File: src/rtl/crc_append_pkg.sv
// Shared constants and types for the serial CRC append stage.
//   - Packet type markers as seen on pkt_in.
//   - Packet bit sizes: header, token and data totals.
//   - CRC polynomials (implicit top term).
//   - FSM state enum and a helper returning the expected total length.
package crc_append_pkg;

    localparam logic [1:0] PKT_NONE   = 2'b00;
    localparam logic [1:0] PKT_TOKEN  = 2'b01;
    localparam logic [1:0] PKT_HSHAKE = 2'b10;
    localparam logic [1:0] PKT_DATA   = 2'b11;

    localparam int         HDR_BITS    = 16;
    localparam logic [6:0] HDR_LAST    = 7'(HDR_BITS - 1);
    localparam logic [6:0] TOKEN_BITS  = 7'd27;
    localparam logic [6:0] DATA_BITS   = 7'd80;
    localparam logic [6:0] HSHAKE_BITS = 7'd16;

    localparam logic [4:0]  CRC5_POLY  = 5'b00101;
    localparam logic [15:0] CRC16_POLY = 16'h8005;

    typedef enum logic [2:0] {
        ST_IDLE,
        ST_HDR,
        ST_BODY,
        ST_APPEND,
        ST_DONE
    } state_t;

    // Total packet length (header + payload) the encoder should deliver.
    function automatic logic [6:0] payload_end(input logic [1:0] typ);
        return (typ == PKT_DATA) ? DATA_BITS : TOKEN_BITS;
    endfunction

endpackage

File: src/rtl/crc_append_if.sv
// Bus between the packet encoder, the CRC append stage and the bit stuffer.
//   pkt_in    : type marker pulse (00 none, 01 token, 10 handshake, 11 data)
//   endr      : encoder end marker
//   s_in      : serial input bit
//   s_out     : serial output bit
//   bit_valid : s_out carries a packet bit
//   sop/eop   : first/last bit of a packet
//   busy      : packet in progress
//   len_err   : one-cycle length error pulse
// master = encoder/stuffer side, slave = the CRC append stage.
interface crc_append_if;
    logic [1:0] pkt_in;
    logic       endr;
    logic       s_in;
    logic       s_out;
    logic       bit_valid;
    logic       sop;
    logic       eop;
    logic       busy;
    logic       len_err;

    modport master (
        output pkt_in, endr, s_in,
        input  s_out, bit_valid, sop, eop, busy, len_err
    );

    modport slave (
        input  pkt_in, endr, s_in,
        output s_out, bit_valid, sop, eop, busy, len_err
    );
endinterface

File: src/rtl/crc_append_crc_serial.sv
// Serial MSB-first CRC register.
//   clk, rst_n : clock, synchronous active-low reset (register to all ones)
//   init       : reload all ones
//   en         : advance one bit: fb = d ^ crc[MSB]; crc = (crc << 1) ^ (fb ? POLY : 0)
//   d          : serial data bit
//   crc        : current register value
// Feeding d = crc[MSB] makes fb zero, so the register shifts left with no
// feedback; the append phase uses this to walk the CRC out MSB first.
module crc_append_crc_serial #(
    parameter int           W    = 5,
    parameter logic [W-1:0] POLY = '0
) (
    input  logic         clk,
    input  logic         rst_n,
    input  logic         init,
    input  logic         en,
    input  logic         d,
    output logic [W-1:0] crc
);
    logic [W-1:0] crc_q, crc_d;
    logic         fb;

    assign fb = d ^ crc_q[W-1];

    always_comb begin
        crc_d = crc_q;
        if (init) begin
            crc_d = '1;
        end else if (en) begin
            crc_d = {crc_q[W-2:0], 1'b0} ^ (fb ? POLY : '0);
        end
    end

    always_ff @(posedge clk) begin
        if (!rst_n) begin
            crc_q <= '1;
        end else begin
            crc_q <= crc_d;
        end
    end

    assign crc = crc_q;
endmodule

File: src/rtl/crc_append.sv
// Serial CRC append stage between the packet encoder and the bit stuffer.
// Passes SYNC+PID through, runs CRC5 (token) or CRC16 (data) over the
// payload, then appends the complemented CRC MSB first with sop/eop framing.
//   clk, rst_n : clock, synchronous active-low reset
//   bus        : crc_append_if.slave (pkt_in/endr/s_in in; s_out/bit_valid/
//                sop/eop/busy/len_err out)
//
// state     | meaning
// ----------+--------------------------------------------------------------
// ST_IDLE   | waiting for a pkt_in marker; CRC held at all ones
// ST_HDR    | passing SYNC+PID, bit count 0..15
// ST_BODY   | passing payload bits and updating the selected CRC
// ST_APPEND | shifting out ~CRC, MSB first; eop on the last bit
// ST_DONE   | waiting for the encoder to drop endr
module crc_append
    import crc_append_pkg::*;
(
    input  logic            clk,
    input  logic            rst_n,
    crc_append_if.slave     bus
);
    state_t      state_q, state_d;
    logic [1:0]  typ_q, typ_d;
    logic [6:0]  cnt_q, cnt_d;
    logic [3:0]  app_q, app_d;
    logic        s_out_q, s_out_d;
    logic        valid_q, valid_d;
    logic        sop_q, sop_d;
    logic        eop_q, eop_d;
    logic        len_err_q, len_err_d;

    logic [4:0]  crc5;
    logic [15:0] crc16;
    logic [6:0]  cnt_inc;
    logic [6:0]  total;
    logic [3:0]  app_load;
    logic        crc_msb;
    logic        in_append;
    logic        body_take;
    logic        crc_en;

    assign cnt_inc   = (cnt_q == 7'd127) ? cnt_q : cnt_q + 7'd1;
    assign total     = payload_end(typ_q);
    assign app_load  = (typ_q == PKT_DATA) ? 4'd15 : 4'd4;
    assign crc_msb   = (typ_q == PKT_DATA) ? crc16[15] : crc5[4];
    assign in_append = (state_q == ST_APPEND);
    assign body_take = (state_q == ST_BODY) && !bus.endr && (cnt_q != total);
    assign crc_en    = body_take || in_append;

    crc_append_crc_serial #(.W(5), .POLY(CRC5_POLY)) u_crc5 (
        .clk   (clk),
        .rst_n (rst_n),
        .init  (state_q == ST_IDLE),
        .en    (crc_en && (typ_q == PKT_TOKEN)),
        .d     (in_append ? crc5[4] : bus.s_in),
        .crc   (crc5)
    );

    crc_append_crc_serial #(.W(16), .POLY(CRC16_POLY)) u_crc16 (
        .clk   (clk),
        .rst_n (rst_n),
        .init  (state_q == ST_IDLE),
        .en    (crc_en && (typ_q == PKT_DATA)),
        .d     (in_append ? crc16[15] : bus.s_in),
        .crc   (crc16)
    );

    always_comb begin
        state_d   = state_q;
        typ_d     = typ_q;
        cnt_d     = cnt_q;
        app_d     = app_q;
        s_out_d   = 1'b0;
        valid_d   = 1'b0;
        sop_d     = 1'b0;
        eop_d     = 1'b0;
        len_err_d = 1'b0;

        unique case (state_q)
            ST_IDLE: begin
                if (bus.pkt_in != PKT_NONE) begin
                    typ_d   = bus.pkt_in;
                    cnt_d   = '0;
                    state_d = ST_HDR;
                end
            end
            ST_HDR: begin
                if (bus.endr) begin
                    // Truncated header: nothing more to consume, close the packet.
                    len_err_d = 1'b1;
                    if (typ_q == PKT_HSHAKE) begin
                        state_d = ST_DONE;
                    end else begin
                        app_d   = app_load;
                        state_d = ST_APPEND;
                    end
                end else begin
                    s_out_d = bus.s_in;
                    valid_d = 1'b1;
                    sop_d   = (cnt_q == '0);
                    cnt_d   = cnt_inc;
                    if (cnt_q == HDR_LAST) begin
                        if (typ_q == PKT_HSHAKE) begin
                            eop_d   = 1'b1;
                            state_d = ST_DONE;
                        end else begin
                            state_d = ST_BODY;
                        end
                    end
                end
            end
            ST_BODY: begin
                if (bus.endr || (cnt_q == total)) begin
                    // Error if endr is early, or if it has not arrived by the full length.
                    len_err_d = bus.endr ? (cnt_q != total) : 1'b1;
                    app_d     = app_load;
                    state_d   = ST_APPEND;
                end else begin
                    s_out_d = bus.s_in;
                    valid_d = 1'b1;
                    cnt_d   = cnt_inc;
                end
            end
            ST_APPEND: begin
                s_out_d = ~crc_msb;
                valid_d = 1'b1;
                if (app_q == '0) begin
                    eop_d   = 1'b1;
                    state_d = ST_DONE;
                end else begin
                    app_d = app_q - 4'd1;
                end
            end
            ST_DONE: begin
                if (!bus.endr) begin
                    cnt_d   = '0;
                    state_d = ST_IDLE;
                end
            end
            default: state_d = ST_IDLE;
        endcase
    end

    always_ff @(posedge clk) begin
        if (!rst_n) begin
            state_q   <= ST_IDLE;
            typ_q     <= PKT_NONE;
            cnt_q     <= '0;
            app_q     <= '0;
            s_out_q   <= 1'b0;
            valid_q   <= 1'b0;
            sop_q     <= 1'b0;
            eop_q     <= 1'b0;
            len_err_q <= 1'b0;
        end else begin
            state_q   <= state_d;
            typ_q     <= typ_d;
            cnt_q     <= cnt_d;
            app_q     <= app_d;
            s_out_q   <= s_out_d;
            valid_q   <= valid_d;
            sop_q     <= sop_d;
            eop_q     <= eop_d;
            len_err_q <= len_err_d;
        end
    end

    assign bus.s_out     = s_out_q;
    assign bus.bit_valid = valid_q;
    assign bus.sop       = sop_q;
    assign bus.eop       = eop_q;
    assign bus.busy      = (state_q != ST_IDLE);
    assign bus.len_err   = len_err_q;
endmodule

File: src/flat_wrapper.sv
// flat-port wrapper written by rule: the top's interface ports become plain ports
module crc_append_flat import crc_append_pkg::*;
  (clk, rst_n, bus_pkt_in, bus_endr, bus_s_in, bus_s_out, bus_bit_valid, bus_sop, bus_eop, bus_busy, bus_len_err);
  crc_append_if bus_i ();
  input  logic clk;
  input  logic rst_n;
  input wire logic [$bits(bus_i.pkt_in)-1:0] bus_pkt_in;
  input wire logic [$bits(bus_i.endr)-1:0] bus_endr;
  input wire logic [$bits(bus_i.s_in)-1:0] bus_s_in;
  output wire logic [$bits(bus_i.s_out)-1:0] bus_s_out;
  output wire logic [$bits(bus_i.bit_valid)-1:0] bus_bit_valid;
  output wire logic [$bits(bus_i.sop)-1:0] bus_sop;
  output wire logic [$bits(bus_i.eop)-1:0] bus_eop;
  output wire logic [$bits(bus_i.busy)-1:0] bus_busy;
  output wire logic [$bits(bus_i.len_err)-1:0] bus_len_err;
  assign bus_i.pkt_in = bus_pkt_in;
  assign bus_i.endr = bus_endr;
  assign bus_i.s_in = bus_s_in;
  assign bus_s_out = bus_i.s_out;
  assign bus_bit_valid = bus_i.bit_valid;
  assign bus_sop = bus_i.sop;
  assign bus_eop = bus_i.eop;
  assign bus_busy = bus_i.busy;
  assign bus_len_err = bus_i.len_err;
  crc_append u_core (.clk(clk), .rst_n(rst_n), .bus(bus_i));
endmodule
File: config.mk
export PLATFORM = sky130hd
export DESIGN_NAME = crc_append_flat
export DESIGN_NICKNAME = d
export VERILOG_FILES = /design/src/rtl/crc_append_pkg.sv /design/src/rtl/crc_append_if.sv /design/src/rtl/crc_append_crc_serial.sv /design/src/rtl/crc_append.sv /design/src/flat_wrapper.sv
export SDC_FILE = /design/constraint.sdc
export NUM_CORES = 1
export LEC_CHECK = 0
export BUFFER_PORTS_ARGS = -buffer_cell sky130_fd_sc_hd__buf_2
export CAP_MARGIN = 30
export CORE_MARGIN = 2
export CORE_UTILIZATION = 40
export DETAILED_ROUTE_END_ITERATION = 8
export REMOVE_ABC_BUFFERS = 1
export SYNTH_ARGS = -nofsm -noshare
export SYNTH_HDL_FRONTEND = slang
export SYNTH_SLANG_ARGS = --single-unit
File: constraint.sdc
create_clock -name clk -period 2.6 [get_ports clk]
set_input_delay 0.13 -clock clk [delete_from_list [all_inputs] [get_ports clk]]
set_output_delay 0.13 -clock clk [all_outputs]
set_load 0.05 [all_outputs]
==> metrics.cfg <==
[floorplanning]
die_area_um2 = 5850
start_util = 0.414
die_y_um = 76.5
die_width_um = 76.5
io_pins = 12
core_area_um2 = 5070
rows = 26

[sta]
hold_violations = 0
clock.fmax_mhz = 420
rsz0062_at_grt = false
finalWorstSetupSlack_ns = 0.217
finalMaxSlewViolations = 0
skew_ns = 0.00676
fin_crit_ns = 2.38
relSlewSlack = 0.530
hold_ws_ns = 0.124
worst_slew_pin_slew_ns = 0.704
fin_crit_sh = 0.916
setup_violations = 0

[clock_tree]
cts.root.buffer_cell = clkbuf_8
insertion_delay_ns = 0.29
htreeDepth = 2
clkTransAtPathRegs_ns = 0.08
cts_buffers = 5
cts_buffer_depth = 2
clock_sinks = 42
cts_tree = yes

[worst_setup_path]
r2r-start = u_core.cnt_q[6]
cp_max_fo = 6
arrival_ns = 2.61
worst_r2r_endpoint = u_core.cnt_q[3]
regToRegSetupSlack_ns = 0.22
critPathKind = flop to flop
reg2reg_depth = 9
startpoint_type = flop
critPathRequiredTime_ns = 2.83
crit_path_end_kind = flop

[route]
drt_iter0_drc = 111
drc_errors = 0
routed_wl_um = 4090
vias = 1682
antenna_left = 0
avgRoutedWirePerCell_um = 12.8
viasPerCell = 5.26
first_pass_iters = 4

[logic_synthesis]
synth_cell_types = 52
postSynth.asyncResetShare = 0
seq_area_frac_synth = 0.400
synth-seq-cells = 42
netlist_area_um2 = 2100
syn_avg_cell_area_um2 = 8.83
synth_edf_count = 0
ys_warn_count = 0
ys.flop_type = dfxtp_1
synthCells = 238

[finish]
layout-drive-gt1-share = 0.132
num_antenna_cells = 0
design_area_um2 = 2330
area_growth_pct = 10.7
nNetsFinal = 259
finalCoreUtilization = 0.458
fill_cells = 516

[min_path]
min_path_type = input pin to flop
min-delay-start = bus_pkt_in[1]
hold_depth = 3
hold_end = u_core.typ_q[1]

[power]
switchingPower_mw = 0.781
power.density_nw_per_um2 = 838
p_seq_frac = 0.398
internal-power_mw = 1.17
leakage_nw = 1.04
ir_worst_vdd_mv = 0.332
clkPwrFrac = 0.214
swShare = 0.401
combPwrFrac = 0.388

[placement]
hpwl_um = 2940
gp_congestion = 0.810
pre_cts_ws_ns = 0.217
placed_area_um2 = 2230
place.port_buffers = 11

[global_routing]
grt_max_degree = 26
track_usage = 0.150
grt_pass1_wl_um = 7280
grt_antenna_before_repair = 0
first_global_vias = 1601
grt_overflow = 0
top_usage_layer = met2
met1_usage = 0.194
use_met3 = 0.0355
grtUsageMet2 = 0.254

[run_status]
status = complete, no violations

[job]
drv_cap = 0

## synth_stat cells (all sizes together), types with 4 or more instances
cell type | instances | area [µm²]
nand3 | 6 | 30.0
dfxtp | 42 | 841
ha | 4 | 50.1
o21ai | 6 | 30.0
clkbuf | 7 | 26.3
nand2b | 4 | 25.0
mux2i | 20 | 200
or3 | 4 | 25.0
nand2 | 49 | 191
a21boi | 5 | 37.5
a21oi | 9 | 45.0
buf | 7 | 48.8
nor2 | 10 | 37.5
nor3 | 5 | 25.0
inv | 9 | 33.8
o211ai | 6 | 50.1
## per-stage QoR
stage / setup TNS [ns] / power [mW] / std cells
final: 0 / 1.95 / 320
after global routing: 0 / 2.10 / 320
after CTS: 0 / 1.95 / 320
after detailed placement: 0 / 1.53 / 312
after global placement: 0 / 1.53 / 312
after floorplan: -0.904 / 1.33 / 224
## power groups by stage
stage | Clock (mW) | Combinational (mW) | Sequential [mW]
global placement | 0 | 0.744 | 0.790
floorplan | 0 | 0.487 | 0.843
CTS | 0.430 | 0.747 | 0.775
finish | 0.417 | 0.757 | 0.776
global route | 0.471 | 0.841 | 0.789
detailed placement | 0 | 0.745 | 0.790
## logic make-up after synthesis
kind of cell	after synthesis	synth area share
buffers and inverters	23	0.0518
flip-flops	42	0.400
multiplexers	20	0.0953
AND/OR/NAND/NOR	95	0.228
adder cells (fa/ha/maj)	4	0.0238
XOR/XNOR	6	0.0250
AO/OA/AOI/OAI	48	0.176
## cells in the final DEF, fill, tap and decap left out, types with 2 or more instances in the layout
cell	count
buf_2	11
nand2_1	48
a32oi_1	2
nor2_1	10
a21boi_0	3
mux2i_1	20
o2111ai_2	2
nand4b_1	2
clkbuf_8	5
ha_1	4
nor3_1	5
xor2_1	3
a21oi_1	9
dfxtp_1	42
buf_4	7
a21boi_1	2
o211a_1	2
nand3b_1	2
inv_1	9
o211ai_1	5
o31ai_1	2
or3_1	4
nand2b_1	4
o22ai_1	2
nand3_1	6
a31o_1	3
nand4_1	2
o21ai_0	5
xnor2_1	3
o221a_1	2
nor4_1	2
a31oi_1	2
## layer usage
metal	share of wire	wire length, µm
met5	0	0
met4	0.0027	11
met3	0.031	126
met2	0.49	1990
met1	0.48	1960
## flip-flops by register name, indices dropped and copies added, names as in the netlist
register and count:
u_core.typ_q 2, u_core.bus.s_out 1, u_core.u_crc16.crc 16, u_core.bus.eop 1
u_core.app_q 4, u_core.bus.sop 1, u_core.bus.bit_valid 1, u_core.state_q 3
u_core.bus.len_err 1, u_core.cnt_q 7, u_core.u_crc5.crc 5
## how the worst max path moves through the flow
stage / from / end / slack, ns / cells past startpoint
4_1_cts: u_core.cnt_q[0] / u_core.app_q[0] / 0.18 / 9
5_1_grt: u_core.cnt_q[0] / u_core.app_q[3] / 0.009 / 9
2_1_floorplan: u_core.state_q[2] / u_core.u_crc16.crc[10] / -0.06 / 5
3_5_place_dp: u_core.cnt_q[0] / u_core.app_q[0] / 0.22 / 9
6_report: u_core.cnt_q[6] / u_core.cnt_q[3] / 0.22 / 9
3_3_place_gp: u_core.cnt_q[0] / u_core.app_q[0] / 0.27 / 9
## cell type report
type | count | area [µm²] | area share
repair buffers | 18 | 108 | 0.0463
flip-flops and latches | 42 | 841 | 0.361
inverters | 9 | 33.8 | 0.0145
clock inverters | 3 | 21.3 | 0.00914
clock buffers | 5 | 68.8 | 0.0296
multi-input cells | 173 | 1170 | 0.501
well taps | 70 | 87.6 | 0.0377
## what timing repair did
item                       CTS  global route
buffers inserted             0             0
hold buffers                 0             0
resized for setup            0             1
setup endpoints to repair    0             2
## critical path, stage by stage (launching register included)
cell	delay, ns
dfxtp_1	0.42
and4b_1	0.22
mux2i_1	0.28
nand3b_1	0.16
ha_1	0.19
nand2_1	0.11
o31ai_4	0.42
nand2_4	0.08
or3_1	0.32
a21boi_1	0.13
(Power assumes the default switching activity.)
